File: config.mk
export PLATFORM = sky130hd
export DESIGN_NAME = sns_push_arbiter
export DESIGN_NICKNAME = d
export VERILOG_FILES = /design/src/rtl/sns_ctrl_pkg.sv /design/src/rtl/sns_rr_arbiter.sv /design/src/rtl/sns_push_arbiter.sv
export SDC_FILE = /design/constraint.sdc
export NUM_CORES = 1
export LEC_CHECK = 0
export CAP_MARGIN = 20
export CORE_ASPECT_RATIO = 1.5
export CORE_MARGIN = 2
export CORE_UTILIZATION = 41
export CTS_CLUSTER_SIZE = 30
export DETAILED_ROUTE_END_ITERATION = 6
export HOLD_SLACK_MARGIN = 0.12
export PLACE_DENSITY_LB_ADDON = 0.08
export SLEW_MARGIN = 20
export SYNTH_ARGS = -nofsm -noshare
export SYNTH_HDL_FRONTEND = slang
export SYNTH_SLANG_ARGS = --single-unit
File: constraint.sdc
create_clock -name clk -period 2.6 [get_ports clk]
set_input_delay 0.78 -clock clk [delete_from_list [all_inputs] [get_ports clk]]
set_output_delay 0.78 -clock clk [all_outputs]
set_load 0.02 [all_outputs]
File: src/rtl/sns_ctrl_pkg.sv
// Shared definitions for the shift-and-save history buffer controller.
// The state encoding and default sizes are common to the front-end and the buffer.
package sns_ctrl_pkg;

  typedef enum logic {
    ST_RUN   = 1'b0,
    ST_FLUSH = 1'b1
  } sns_state_e;

  localparam int SNS_DEPTH      = 10;
  localparam int SNS_DATA_WIDTH = 32;

endpackage

File: src/rtl/sns_rr_arbiter.sv
// Combinational round-robin pick: first candidate searching upward from ptr+1, wrapping.
module sns_rr_arbiter #(
  parameter int NUM_REQ = 4,
  parameter int GW      = (NUM_REQ > 1) ? $clog2(NUM_REQ) : 1
) (
  input  logic [NUM_REQ-1:0] cand,
  input  logic [GW-1:0]      ptr,
  output logic               grant_valid,
  output logic [GW-1:0]      grant_idx
);

  // Scan from farthest to nearest so the nearest candidate after ptr wins.
  always_comb begin
    grant_idx = '0;
    for (int i = NUM_REQ; i >= 1; i--) begin
      if (cand[GW'((int'(ptr) + i) % NUM_REQ)]) begin
        grant_idx = GW'((int'(ptr) + i) % NUM_REQ);
      end
    end
  end

  assign grant_valid = |cand;

endmodule

File: src/rtl/sns_push_arbiter.sv
// Push front-end for the history buffer: round-robin grants, zero-fill flush,
// occupancy and sticky overflow tracking. All outputs are registered.
//
// state    | meaning
// ST_RUN   | arbitrate requesters, at most one push per cycle
// ST_FLUSH | push zeros until DEPTH shifts have been issued
module sns_push_arbiter
  import sns_ctrl_pkg::*;
#(
  parameter int DATA_WIDTH = SNS_DATA_WIDTH,
  parameter int NUM_REQ    = 4,
  parameter int DEPTH      = SNS_DEPTH,
  localparam int GW        = (NUM_REQ > 1) ? $clog2(NUM_REQ) : 1,
  localparam int CW        = $clog2(DEPTH + 1)
) (
  input  logic                          clk,
  input  logic                          reset_n,
  input  logic [NUM_REQ-1:0]            req,
  input  logic [NUM_REQ*DATA_WIDTH-1:0] req_data,
  output logic [NUM_REQ-1:0]            ack,
  input  logic                          freeze,
  input  logic                          flush_req,
  output logic                          shift_en,
  output logic [DATA_WIDTH-1:0]         new_value,
  output logic [GW-1:0]                 grant_id,
  output logic                          busy,
  output logic [CW-1:0]                 valid_count,
  output logic                          overflow
);

  localparam logic [CW-1:0] DEPTH_C = CW'(DEPTH);

  sns_state_e              state, state_n;
  logic [NUM_REQ-1:0]      ack_n;
  logic                    shift_n, busy_n, ovf_n;
  logic [DATA_WIDTH-1:0]   newv_n;
  logic [GW-1:0]           gid_n, ptr, ptr_n;
  logic [CW-1:0]           vc_n, cnt, cnt_n;
  logic [DATA_WIDTH-1:0]   data_arr [NUM_REQ];
  logic [NUM_REQ-1:0]      cand;
  logic                    grant_valid;
  logic [GW-1:0]           grant_idx;

  for (genvar i = 0; i < NUM_REQ; i++) begin : g_unpack
    assign data_arr[i] = req_data[i*DATA_WIDTH +: DATA_WIDTH];
  end

  // A source acked this cycle is masked so its still-high req is not granted twice.
  assign cand = req & ~ack;

  sns_rr_arbiter #(
    .NUM_REQ (NUM_REQ),
    .GW      (GW)
  ) u_rr (
    .cand        (cand),
    .ptr         (ptr),
    .grant_valid (grant_valid),
    .grant_idx   (grant_idx)
  );

  always_comb begin
    state_n = state;
    ack_n   = '0;
    shift_n = 1'b0;
    busy_n  = busy;
    ovf_n   = overflow;
    newv_n  = new_value;
    gid_n   = grant_id;
    ptr_n   = ptr;
    vc_n    = valid_count;
    cnt_n   = cnt;
    case (state)
      ST_RUN: begin
        if (flush_req) begin
          state_n = ST_FLUSH;
          shift_n = 1'b1;
          newv_n  = '0;
          busy_n  = 1'b1;
          cnt_n   = CW'(DEPTH - 1);
          vc_n    = '0;
          ovf_n   = 1'b0;
        end else if (!freeze && grant_valid) begin
          ack_n[grant_idx] = 1'b1;
          shift_n = 1'b1;
          newv_n  = data_arr[grant_idx];
          gid_n   = grant_idx;
          ptr_n   = grant_idx;
          if (valid_count == DEPTH_C) begin
            ovf_n = 1'b1;
          end else begin
            vc_n = valid_count + CW'(1);
          end
        end
      end
      ST_FLUSH: begin
        // cnt holds the zero pushes still owed after the current one.
        if (cnt == '0) begin
          state_n = ST_RUN;
          busy_n  = 1'b0;
        end else begin
          cnt_n   = cnt - CW'(1);
          shift_n = 1'b1;
          newv_n  = '0;
        end
      end
      default: state_n = ST_RUN;
    endcase
  end

  always_ff @(posedge clk) begin
    if (!reset_n) begin
      state       <= ST_RUN;
      ack         <= '0;
      shift_en    <= 1'b0;
      busy        <= 1'b0;
      overflow    <= 1'b0;
      new_value   <= '0;
      grant_id    <= '0;
      valid_count <= '0;
      ptr         <= GW'(NUM_REQ - 1);
      cnt         <= '0;
    end else begin
      state       <= state_n;
      ack         <= ack_n;
      shift_en    <= shift_n;
      busy        <= busy_n;
      overflow    <= ovf_n;
      new_value   <= newv_n;
      grant_id    <= gid_n;
      valid_count <= vc_n;
      ptr         <= ptr_n;
      cnt         <= cnt_n;
    end
  end

endmodule
# Yosys cells after proc, flatten, opt, wreduce, memory -nomap -nowiden
# Index checks and enable logic that the tools add are counted.
# op_classes
add_sub_neg	6
order_cmp	7
n_eq_ne	6
muxes	43
bitwise_logic	7
reduce_logical	14
# op_table
op	n
32-bit 2-to-1 mux	5
32-bit binary-select mux with 2-bit select	1
32-bit case mux with 2 select lines	1
4-bit 2-to-1 mux	5
1-bit 2-to-1 mux	18
2-bit by 4-bit < comparator with 1-bit output (second input constant)	4
3-bit AND reduction	3
1-bit binary-select mux with 2-bit select	4
2-bit 2-to-1 mux	4
4-bit case mux with 2 select lines	1
4-bit OR reduction	2
2-bit != test (second input constant)	3
1-bit case mux with 2 select lines	3
2-bit AND reduction	3
2-bit by 1-bit adder with 2-bit output (second input constant)	2
2-bit adder (second input constant)	2
4-bit by 1-bit adder with 4-bit output (second input constant)	1
4-bit AND	1
4-bit == test (second input constant)	1
4-bit zero test	1
1-bit NOT	4
4-bit NOT	1
2-bit nonzero test	2
4-bit by 1-bit subtractor with 4-bit output (second input constant)	1
other kinds (9)	10
# word_totals
register_bits	52
word_cells	93

# Depth between registers and ports, before layout
# depth
ltp_word	16
ltp_mapped	9
depth_no_buf	7

# Hierarchy
# A second synthesis with hierarchy kept.
# unflattened
cells_unflattened	224
area_unflattened_um2	2771.4
# modules_own_cells
mod	instances	cells_per_inst	area_per_inst_um2	seq_area_each_um2
sns_push_arbiter	1	210	2680.1	1041.0
sns_rr_arbiter	1	14	91.3	0.0

# Worst setup path before layout
# OpenSTA, ideal clock, no wires.
# synth_path
kind	input to register
start	in req[0]
end	reg new_value[10]
t_arrival_ns	2.084
t_required_ns	2.517
slack_ns	0.433
stages	9
n_path_buf	3
cell_sequence	nand2b_1 -> buf_6 -> a41oi_4 -> and3_1 -> buf_4 -> nand3_4 -> buf_6 -> o2bb2a_1 -> o221ai_1
# synth_between
elab_chain_len	15
elab_cells_between_ends	28
# synth_lines
element	line	source
start: declaration	sns_push_arbiter.sv:18	input logic [NUM_REQ-1:0] req,
4-bit AND *	sns_push_arbiter.sv:49	assign cand = req & ~ack;
1-bit binary-select mux with 2-bit select	sns_rr_arbiter.sv:16	if (cand[GW'((int'(ptr) + i) % NUM_REQ)]) begin
1-bit 2-to-1 mux (implied by the code) (2 in a row)	sns_rr_arbiter.sv:16	
2-bit 2-to-1 mux (4 in a row)	sns_rr_arbiter.sv:16	
2-bit NOT with 3-bit output (implied by the code)	sns_push_arbiter.sv:85	newv_n = data_arr[grant_idx];
32-bit binary-select mux with 2-bit select	sns_push_arbiter.sv:85	
32-bit 2-to-1 mux (implied by the code) (2 in a row)	sns_push_arbiter.sv:85	
32-bit 2-to-1 mux	sns_push_arbiter.sv:82	end else if (!freeze && grant_valid) begin
32-bit 2-to-1 mux	sns_push_arbiter.sv:74	if (flush_req) begin
32-bit case mux with 2 select lines	sns_push_arbiter.sv:72	case (state)
end signal: assignment	sns_push_arbiter.sv:128	new_value <= newv_n;
end: declaration	sns_push_arbiter.sv:24	output logic [DATA_WIDTH-1:0] new_value,
# Every way passes the cells marked *; elsewhere a longest branch is shown, timed or not. The select of a mux whose other input is x is not followed.
# A chain may end at the register's enable or synchronous reset.

# Final worst setup path
# layout_path
start	in req[1]
end	reg new_value[0]
# Same word-level chain as after synthesis.

==> run summary <==
The final wirelength is about 12,000 um. The estimated wirelength of the detail-placed design came out at between 9000 and 10,000 um. Setup violations remaining at the end of the flow were counted as 0. The maximum net fanout on the critical path came out at 31. The worst hold path begins at grant_id[1]$_SDFFE_PN0P_. Derived from the worst setup path, the maximum achievable clock frequency is 400 MHz. The largest net degree at the start of global routing is 34.

The share of the yosys chip area belonging to registers came out at 29.3%. The number of endpoints with negative hold slack in the final report is 0. During I/O placement, the number of pins put on the boundary was between 150 and 200.

The post-detailed-route wirelength per cell is approximately 18 um. The worst hold path terminates at grant_id[1]$_SDFFE_PN0P_. At the pin with the least slew margin, the transition time is 417 ps. The multi-input combinational cells in the finished layout cover a total of ~0.0023 sq mm.

The reg-to-reg setup timing slack is 520 ps. The share of layout cells above drive strength 1 is between 10% and 20%. Routability-driven placement finished with a final weighted congestion of 0.903.

The net count after synthesis came out at between 500 and 600. The number of cells traversed by the worst register-to-register path is 6. The final non-filler cell area is approximately 0.0059 sq mm. The number of synthesized register bits is 52. In this run, distinct cell masters in the synthesized netlist total 52. The initial antenna violation count is 0. In this run the remaining antenna-violating nets after routing total 0.

The path class of the tightest hold or removal check is register to register. The worst-case IR drop observed on VDD is roughly 340 uV. The final worst-path cycle share is approximately 96%. The count of inserted antenna diode cells is 0. The number of hold buffers added after CTS came out at 0. The number of maximum-capacitance constraint violations is 0.

The required time of the critical path is roughly 2800 ps. The async set-or-reset flop fraction in the synthesized netlist came out at 0%. The clock transition time at the flip-flop clock pins of the worst setup and hold paths came out at around 70 ps. The floorplan has 41 rows. The core occupancy in the finished layout came out at 69.5%.

The worst hold slack came out at 469 ps. The layout has ~700 filler cells. The total die area came out at 0.00944 sq mm. STA classifies the critical path endpoint as a register.

The most used flip-flop cell after synthesis is sky130_fd_sc_hd__dfxtp_1. The floorplan step defined a core boundary enclosing between 0.008 and 0.009 sq mm. Synthesis handed over a netlist of around 370 instances.

In the layout the commonest cells are 179 x sky130_fd_sc_hd__clkdlybuf4s50_1, 65 x sky130_fd_sc_hd__mux2i_1, 52 x sky130_fd_sc_hd__dfxtp_1, 31 x sky130_fd_sc_hd__o221ai_1. The CTS tree is built. The post-route DRC violation count is 0.

The leftover overflow at the end of global routing is 0. The worst path meets setup with about 98 ps of slack. The worst slack after detailed placement came out at -301 ps. In this run the tool buffered the top-level ports with 180 buffer cells. The insertion delay of the later-clocked pin in the worst-skew pair came out at roughly 290 ps. The leakage power figure came out at 2.22 nW. The number of clock sinks seen by CTS came out at 52. After synthesis the cells add up to around 0.0036 sq mm. The total CTS buffers came out at 5.

The endpoint arrival time on the critical path came out at between 2000 and 3000 ps. STA classifies the critical path startpoint as an input port. The startpoint identified for the worst register-to-register timing path is ptr[1]$_SDFFE_PN1P_.

The instance count along the most critical hold path came out at 2. The floorplan step set the die width to ~80 um. The number of buffers on the longest clock path is 2. Counting flops with a built-in enable in the synthesized netlist gives 0. The vertical die dimension is roughly 120 um. Dividing the detail-routed via count by the number of cells gives 5.75.

The H-tree level count is 2. The count of synthesis-stage warnings from yosys came out at 0. In the global route stage, overall resource usage came out at 26.4%. By startpoint and endpoint, the worst setup path is classified as input port to register. Subtracting the final worst setup slack from the clock period gives roughly 2500 ps. The count of final max-slew check failures is 0. The via count is 3,836.

In this run the critical register-to-register path is captured at new_value[9]$_SDFFE_PN0P_. The starting utilization of the core area is approximately 42%. Registers take roughly 0.0010 sq mm. The number of design-rule violations left by the first detailed-router iteration is 89. In this run the cell area measured after placement is approximately 0.0056 sq mm. The worst-case clock skew is approximately 3.7 ps. The mean cell area of the mapped netlist came out at roughly 9.7 sq um. The via count of the first global-routing pass came to a little over 4,000. The power density normalized to cell area is ~440 mW/mm^2.

The area growth from synthesis to layout came out at 64.6%. The worst slew margin relative to its limit came out at approximately 72%. The number of iterations in the first detailed-routing pass is 4. Leaving out fill and tap cells, the most frequent cell in the layout is sky130_fd_sc_hd__clkdlybuf4s50_1. The total number of nets in the final design came out at roughly 700. The flow ran to the end, and the final reports show no timing, DRC or antenna violations. The tree is rooted in a sky130_fd_sc_hd__clkbuf_16. The first-pass GRT wire length came out at between 20,000 and 25,000 um. Setup repair after global routing could not meet its margin everywhere.
worst max-delay path by stage:
stage                                            end  cells after the start   start
final                      new_value[0]$_SDFFE_PN0P_                      8  req[1]
after global routing       new_value[0]$_SDFFE_PN0P_                      8  req[1]
after CTS                  new_value[0]$_SDFFE_PN0P_                      7  req[3]
after detailed placement  new_value[12]$_SDFFE_PN0P_                      7  req[3]
after global placement    new_value[12]$_SDFFE_PN0P_                      7  req[3]
after floorplan           new_value[10]$_SDFFE_PN0P_                      9  req[0]
power breakdown:
group | internal, W | total (W) | leakage (nW) | switching [W]
Clock | 0.000454 | 0.000758 | 0.0808 | 0.000305
Sequential | 0.000845 | 0.000879 | 0.424 | 0.0000338
Combinational | 0.000537 | 0.000962 | 1.71 | 0.000425
synthesized netlist by cell type (3+ instances only):
| master | number | area share [%] |
|---|---|---|
| sky130_fd_sc_hd__mux2i_1 | 65 | 18 |
| sky130_fd_sc_hd__dfxtp_1 | 52 | 29 |
| sky130_fd_sc_hd__o221ai_1 | 31 | 7.6 |
| sky130_fd_sc_hd__o22ai_1 | 28 | 4.9 |
| sky130_fd_sc_hd__nor2_1 | 20 | 2.1 |
| sky130_fd_sc_hd__o2bb2a_2 | 20 | 6.3 |
| sky130_fd_sc_hd__nand2_1 | 17 | 1.8 |
| sky130_fd_sc_hd__a21oi_1 | 16 | 2.3 |
| sky130_fd_sc_hd__o2bb2a_1 | 11 | 3.1 |
| sky130_fd_sc_hd__buf_2 | 9 | 1.3 |
| sky130_fd_sc_hd__buf_6 | 8 | 2.5 |
| sky130_fd_sc_hd__o21ai_0 | 8 | 1.1 |
| sky130_fd_sc_hd__nor3_1 | 7 | 0.99 |
| sky130_fd_sc_hd__clkbuf_1 | 6 | 0.63 |
| sky130_fd_sc_hd__buf_4 | 5 | 1.1 |
| sky130_fd_sc_hd__inv_1 | 5 | 0.53 |
| sky130_fd_sc_hd__nand2b_1 | 5 | 0.88 |
| sky130_fd_sc_hd__nand3_1 | 4 | 0.56 |
| sky130_fd_sc_hd__o22ai_2 | 4 | 1.4 |
| sky130_fd_sc_hd__and2b_2 | 3 | 0.74 |
| sky130_fd_sc_hd__buf_12 | 3 | 1.7 |
| sky130_fd_sc_hd__ha_1 | 3 | 1.1 |
final cells by class:
cell class              count  area share, %
well taps                 107           2.29
clock buffers               6           2.20
clock inverters             2          0.599
flip-flops and latches     52           17.8
multi-input cells         277           38.7
inverters                   6          0.385
repair buffers            217           38.0
worst max-delay path, stage by stage:
cell and delay, ps:
sky130_fd_sc_hd__clkdlybuf4s50_1 410, sky130_fd_sc_hd__nand2b_1 260, sky130_fd_sc_hd__nand2_1 140, sky130_fd_sc_hd__a311o_2 450
sky130_fd_sc_hd__buf_4 160, sky130_fd_sc_hd__nand3_1 120, sky130_fd_sc_hd__buf_12 200, sky130_fd_sc_hd__o221ai_1 130
sequential cells by signal, summed over array words and instances (netlist names), 2 cells and up:
register and flops:
ack 4, cnt 4, grant_id 2, new_value 32, ptr 2, valid_count 4
cells by family (layout without fill, tap and decap cells):
kind of cell             after synthesis  after routing  share of synthesized area (%)
flip-flops                            52             52                           29.3
XOR/XNOR                               2              2                          0.493
buffers and inverters                 38            231                           8.20
multiplexers                          65             65                           18.3
AO/OA/AOI/OAI                        136            136                           32.1
adder cells (fa/ha/maj)                3              3                           1.06
AND/OR/NAND/NOR                       71             71                           10.5
routing by layer:
layer  wire [um]  vias up  track usage (%)  part of all wire, %
li1            -     1840                -                    -
met1        4740     1839             29.1                   38
met2        6560      138             49.0                   53
met3         744       19             5.29                  6.0
met4         270        0             8.16                  2.2
met5           0        -                0                    0
through the flow:
stage	total power, W	TNS, ps	cells
final	0.00260	0	667
after CTS	0.00260	0	666
after floorplan	0.00139	0	367
after global routing	0.00271	-14.5	667
after global placement	0.00183	-6490	658
after detailed placement	0.00185	-8380	658
what timing repair did:
action / in CTS / in global routing
setup endpoints to repair: 0 / 33
resized for setup: 0 / 8
setup buffers: 0 / 1
(Power assumes the default switching activity.)
==> RTL edit 1 (config.mk and constraints unchanged) <==
Register the output `overflow` once more, with the module's reset; this adds one clock of latency there. The other outputs are not delayed to match. Comments in the files are not updated.
--- a/src/rtl/sns_push_arbiter.sv
+++ b/src/rtl/sns_push_arbiter.sv
@@ -29,6 +29,8 @@
 );
 
   localparam logic [CW-1:0] DEPTH_C = CW'(DEPTH);
+
+  logic overflow_s0;
 
   sns_state_e              state, state_n;
   logic [NUM_REQ-1:0]      ack_n;
@@ -63,7 +65,7 @@
     ack_n   = '0;
     shift_n = 1'b0;
     busy_n  = busy;
-    ovf_n   = overflow;
+    ovf_n   = overflow_s0;
     newv_n  = new_value;
     gid_n   = grant_id;
     ptr_n   = ptr;
@@ -113,7 +115,7 @@
       ack         <= '0;
       shift_en    <= 1'b0;
       busy        <= 1'b0;
-      overflow    <= 1'b0;
+      overflow_s0 <= 1'b0;
       new_value   <= '0;
       grant_id    <= '0;
       valid_count <= '0;
@@ -124,7 +126,7 @@
       ack         <= ack_n;
       shift_en    <= shift_n;
       busy        <= busy_n;
-      overflow    <= ovf_n;
+      overflow_s0 <= ovf_n;
       new_value   <= newv_n;
       grant_id    <= gid_n;
       valid_count <= vc_n;
@@ -133,4 +135,12 @@
     end
   end
 
+  always_ff @(posedge clk) begin
+    if (!reset_n) begin
+      overflow <= '0;
+    end else begin
+      overflow <= overflow_s0;
+    end
+  end
+
 endmodule
Formal check against the unedited RTL: not equivalent (Yosys sat finds a counterexample within 4 cycles, from zero or initial values and one cycle with reset_n low).
==> RTL edit 1 against the unedited design <==
Maximum frequency is 1.3% lower. Worst setup slack worse by 33 ps. Wire length increased by 63%. Cell area rose by 32%. Worst hold slack better by 1.8 ps. Synthesized area up 38%. Combinational power up 58%. Non-clock buffer count increased by 45. Sequential cell count rose by 1. Total power up 22%. Critical endpoint is now new_value[27].
==> RTL edit 1: results (changes against the unedited design) <==
synth:
  synth_common_cells: "sky130_fd_sc_hd__clkbuf_1 (53), sky130_fd_sc_hd__dfxtp_1 (53), sky130_fd_sc_hd__nor2_1 (46)"
  synth_fp_nets: 765  # +51%
  post_synth_main_area_contributors: "sky130_fd_sc_hd__dfxtp_1 (22%), sky130_fd_sc_hd__mux2i_1 (6.7%), sky130_fd_sc_hd__o32a_1 (6.3%)"
  syn-instance-count: 626  # +71%
  synth.lib_cells_used.distinct: 56  # +7.7%
  yosysWarningCount: 0  # unchanged
  sequential_to_total_area_share_from_yosys_stat: 0.2165  # -0.07647
  synthFlopType: "sky130_fd_sc_hd__dfxtp_1"
  asyncSetResetFlopFracSynth: 0  # unchanged
timing:
  tightest_slew_ps: 968.0  # +551.2 ps
  fin_skew_ps: 7.509  # +3.814 ps
grt:
  global_route.usage.total: 0.3007  # +0.03678
  number_of_antenna_violations_at_the_first_check_in_global_routing: 0  # unchanged
  grt_pass1_wl_um: 31100  # +55%
  vias_in_the_first_global_route: 6357  # +58%
  grt_max_degree: 105  # +210%
cts:
  cts-buffers-inserted: 5  # unchanged
  ctsRootBufferMaster: "sky130_fd_sc_hd__clkbuf_16"
  insertion_delay_ps: 310  # +20 ps
  clk_path_buf_depth: 2  # unchanged
  clk_pin_slew_ps: 80
  cts-htree-levels: 2  # unchanged
setup_path:
  critical_path.max_fanout: 7  # -77%
  crit_arrival_ps: 2770  # +110 ps
finish:
  final.fill_count: 979  # +40%
  post_route_cells_drive_above_1_share: 0.1467  # -0.01223
  fin_nets: 956  # +37%
  stdcell_count: 968  # +45%
  largest_register_ff_count: 32  # unchanged
  registers.top_by_ff_count: "new_value"
  antenna-diode-count: 0  # unchanged
placement:
  place_area_sq_um: 7361  # +31%
  dp.cells: 951  # +45%
  routabilityCongestion: 0.8430  # -6.6%
  port-buffer-count: 180  # unchanged
  place_hpwl_um: 13980  # +48%
route:
  wl_met3_um: 1343  # +81%
  maxUsedRoutingLayer: "met4"
  routed-via-count: 6210  # +62%
  drt_first_iter_violations: 376  # +320%
  finalWirelength_um: 20080  # +63%
  m1WireLength_um: 7697  # +63%
  detail_route.first_pass.iterations: 5  # +1
  met2_length_um: 10260  # +56%
hold_path:
  worstHoldPathType: "flip-flop to flip-flop"
power_and_ir_drop:
  vdd_ir_drop_max_uv: 344.9  # +0.63%
  power_leakage_nw: 2.591  # +17%
status:
  status: "finished, final reports clean"
==> RTL edit 1: area by class of cell <==
class	instances	share of cell area
multi-input cells	490	0.4709
clock buffers	5	0.01623
well taps	150	0.02435
repair buffers	262	0.3446
clock inverters	3	0.003247
flip-flops and latches	53	0.1381
inverters	5	0.002435
==> RTL edit 1: kinds of logic after synthesis <==
logic type	synth area share
AND/OR/NAND/NOR	0.3018
adder cells (fa/ha/maj)	0.007660
multiplexers	0.06970
XOR/XNOR	0.005362
AO/OA/AOI/OAI	0.3270
flip-flops	0.2165
buffers and inverters	0.07199
==> RTL edit 1: worst max-delay path: stages <==
cell	delay [ps]
sky130_fd_sc_hd__dlygate4sd2_1	260
sky130_fd_sc_hd__and3b_1	170
sky130_fd_sc_hd__o32ai_2	270
sky130_fd_sc_hd__buf_4	170
sky130_fd_sc_hd__a311oi_4	40
sky130_fd_sc_hd__buf_4	160
sky130_fd_sc_hd__bufbuf_16	260
sky130_fd_sc_hd__buf_4	130
sky130_fd_sc_hd__nor4b_1	280
sky130_fd_sc_hd__a211oi_1	130
sky130_fd_sc_hd__o221ai_1	90
==> RTL edit 1: timing repair <==
action                                  CTS  global route
resized for setup                        29             6
endpoints found under the setup margin   36            14
gates cloned                              1             0
buffers inserted                          8             0
pin swaps                                11             3
==> RTL edit 1: final timing paths <==
path               start             to  slack, ps  cells after the start
hold / removal      busy           busy        470                      2
setup / recovery  req[3]  new_value[27]         60                     11
setup reg to reg  ptr[1]  new_value[27]        250                     10
hold reg to reg     busy           busy        470                      2
==> RTL edit 1: metal layers <==
metal  vias up  global-route usage
li1       2860                   -
met1      2972              0.3414
met2       319              0.5488
met3        59             0.04185
met4         0              0.1422
met5         -                   0
==> RTL edit 1: per-stage QoR <==
stage | power [mW] | setup TNS [ps] | util | setup slack, ps
4_1_cts | 3.139 | 0 | 0.6640 | 80.64
6_report | 3.164 | 0 | 0.6649 | 64.44
3_3_place_gp | 2.331 | -13010 | 0.6350 | -378.7
2_1_floorplan | 1.617 | 0 | - | 227.8
5_1_grt | 3.276 | -13.31 | 0.6649 | -13.31
3_5_place_dp | 2.355 | -15940 | 0.6350 | -499.8
==> RTL edit 1: report_power, final <==
| group | internal [mW] | switching, mW |
|---|---|---|
| logic | 0.754 | 0.770 |
| registers | 0.864 | 0.0450 |
| clock network | 0.364 | 0.366 |
| total | 1.98 | 1.18 |
==> RTL edit 2 (same settings) <==
Made on the original files. `SNS_DEPTH`: 10 -> 20.
--- a/src/rtl/sns_ctrl_pkg.sv
+++ b/src/rtl/sns_ctrl_pkg.sv
@@ -7,7 +7,7 @@
     ST_FLUSH = 1'b1
   } sns_state_e;
 
-  localparam int SNS_DEPTH      = 10;
+  localparam int SNS_DEPTH      = 20;
   localparam int SNS_DATA_WIDTH = 32;
 
 endpackage
Ports: changed (resized valid_count); port bits go from 181 to 182. No check against the original RTL was run, so the function may have changed too.
==> RTL edit 2 against the unedited design <==
Combinational power decreased by 21%. Register-to-register slack improved by 110 ps. Sequential share of layout area increased by 3.2 points. Cell area decreased by 12%. Synthesized area decreased by 15%. Sequential cell count increased by 2. Wire length decreased by 20%. Worst setup slack improved by 18 ps. Via count decreased by 16%. Cell count decreased by 11%. Total power decreased by 18%. Worst hold slack about the same. Critical path type unchanged. Highest routed layer unchanged.
==> RTL edit 2: results (changes against the unedited design) <==
status:
  status: "finished, final reports clean"
grt:
  grt.met1_usage: 0.2735  # -0.01794
  global_route.usage.met2: 0.4439  # -0.04623
  globalRouteMet3Util: 0.04806  # -0.004855
  grt_max_degree: 38  # +12%
  grt_pass1_wl_um: 15320  # -24%
route:
  route.detailed.vias_per_inst: 5.408  # -6.0%
  m1WireLength_um: 3728  # -21%
  wl_met3_um: 571  # -23%
  drt_first_iter_violations: 122  # +37%
  met2_length_um: 5200  # -21%
cts:
  ctsRootBufferMaster: "sky130_fd_sc_hd__clkbuf_8"
placement:
  dp.cells: 589  # -10%
  dp_worst_setup_slack_ps: -199.5  # +101.8 ps
  place_hpwl_um: 7566  # -20%
power_and_ir_drop:
  power_leakage_nw: 2.126  # -4.1%
  power.share.combinational: 0.357  # -0.013
  power.combinational.total_mw: 0.756  # -21%
  vdd_ir_drop_max_uv: 208.4  # -39%
  p_sw_frac: 0.2947  # +0.0009504
setup_path:
  critical_path.max_fanout: 37  # +19%
  slowest_delay_ps: 470  # +20 ps
  crit_arrival_ps: 2670  # about the same
timing:
  fin_skew_ps: 5.675  # +1.980 ps
synth:
  synth.lib_cells_used.distinct: 45  # -13%
  area_fraction_in_compound_gates_after_synthesis: 0.1891  # -0.1321
  synth_common_cells: "sky130_fd_sc_hd__mux2i_1 (65), sky130_fd_sc_hd__dfxtp_1 (54), sky130_fd_sc_hd__nand3_1 (39)"
  post_synth_xor_area_fraction: 0  # -0.004930
  synth_fa_ha_area_frac: 0.01658  # +0.006020
finish:
  area.growth.synth_to_final_pct: 70.61
  fin_nets: 636  # -8.9%
  final.fill_count: 583  # -16%
  stdcell_count: 596  # -11%
[RTL edit 2: cell types whose count changed after synthesis, moves of 7 or more]
cell                       change
sky130_fd_sc_hd__o2bb2a_1     -11
sky130_fd_sc_hd__o2bb2a_2     -20
sky130_fd_sc_hd__buf_6         -7
sky130_fd_sc_hd__nand3_1      +35
sky130_fd_sc_hd__nor2_1        -8
sky130_fd_sc_hd__nand2_1      -11
sky130_fd_sc_hd__o22ai_1      -28
[RTL edit 2: final timing paths]
check                   start       endpoint  slack, ps  cells past startpoint
setup / recovery       req[2]  new_value[26]        120                      7
hold / removal    grant_id[1]    grant_id[1]        470                      2
setup reg to reg       ptr[1]  new_value[26]        630                      6
hold reg to reg   grant_id[1]    grant_id[1]        470                      2
[RTL edit 2: cell type report]
class / instances / share of cell area
inverter: 8 / 0.005832
clock inverter: 2 / 0.001944
timing repair buffer: 207 / 0.4068
sequential: 54 / 0.2100
tap: 100 / 0.02430
clock buffer: 5 / 0.01337
multi-input combinational: 220 / 0.3378
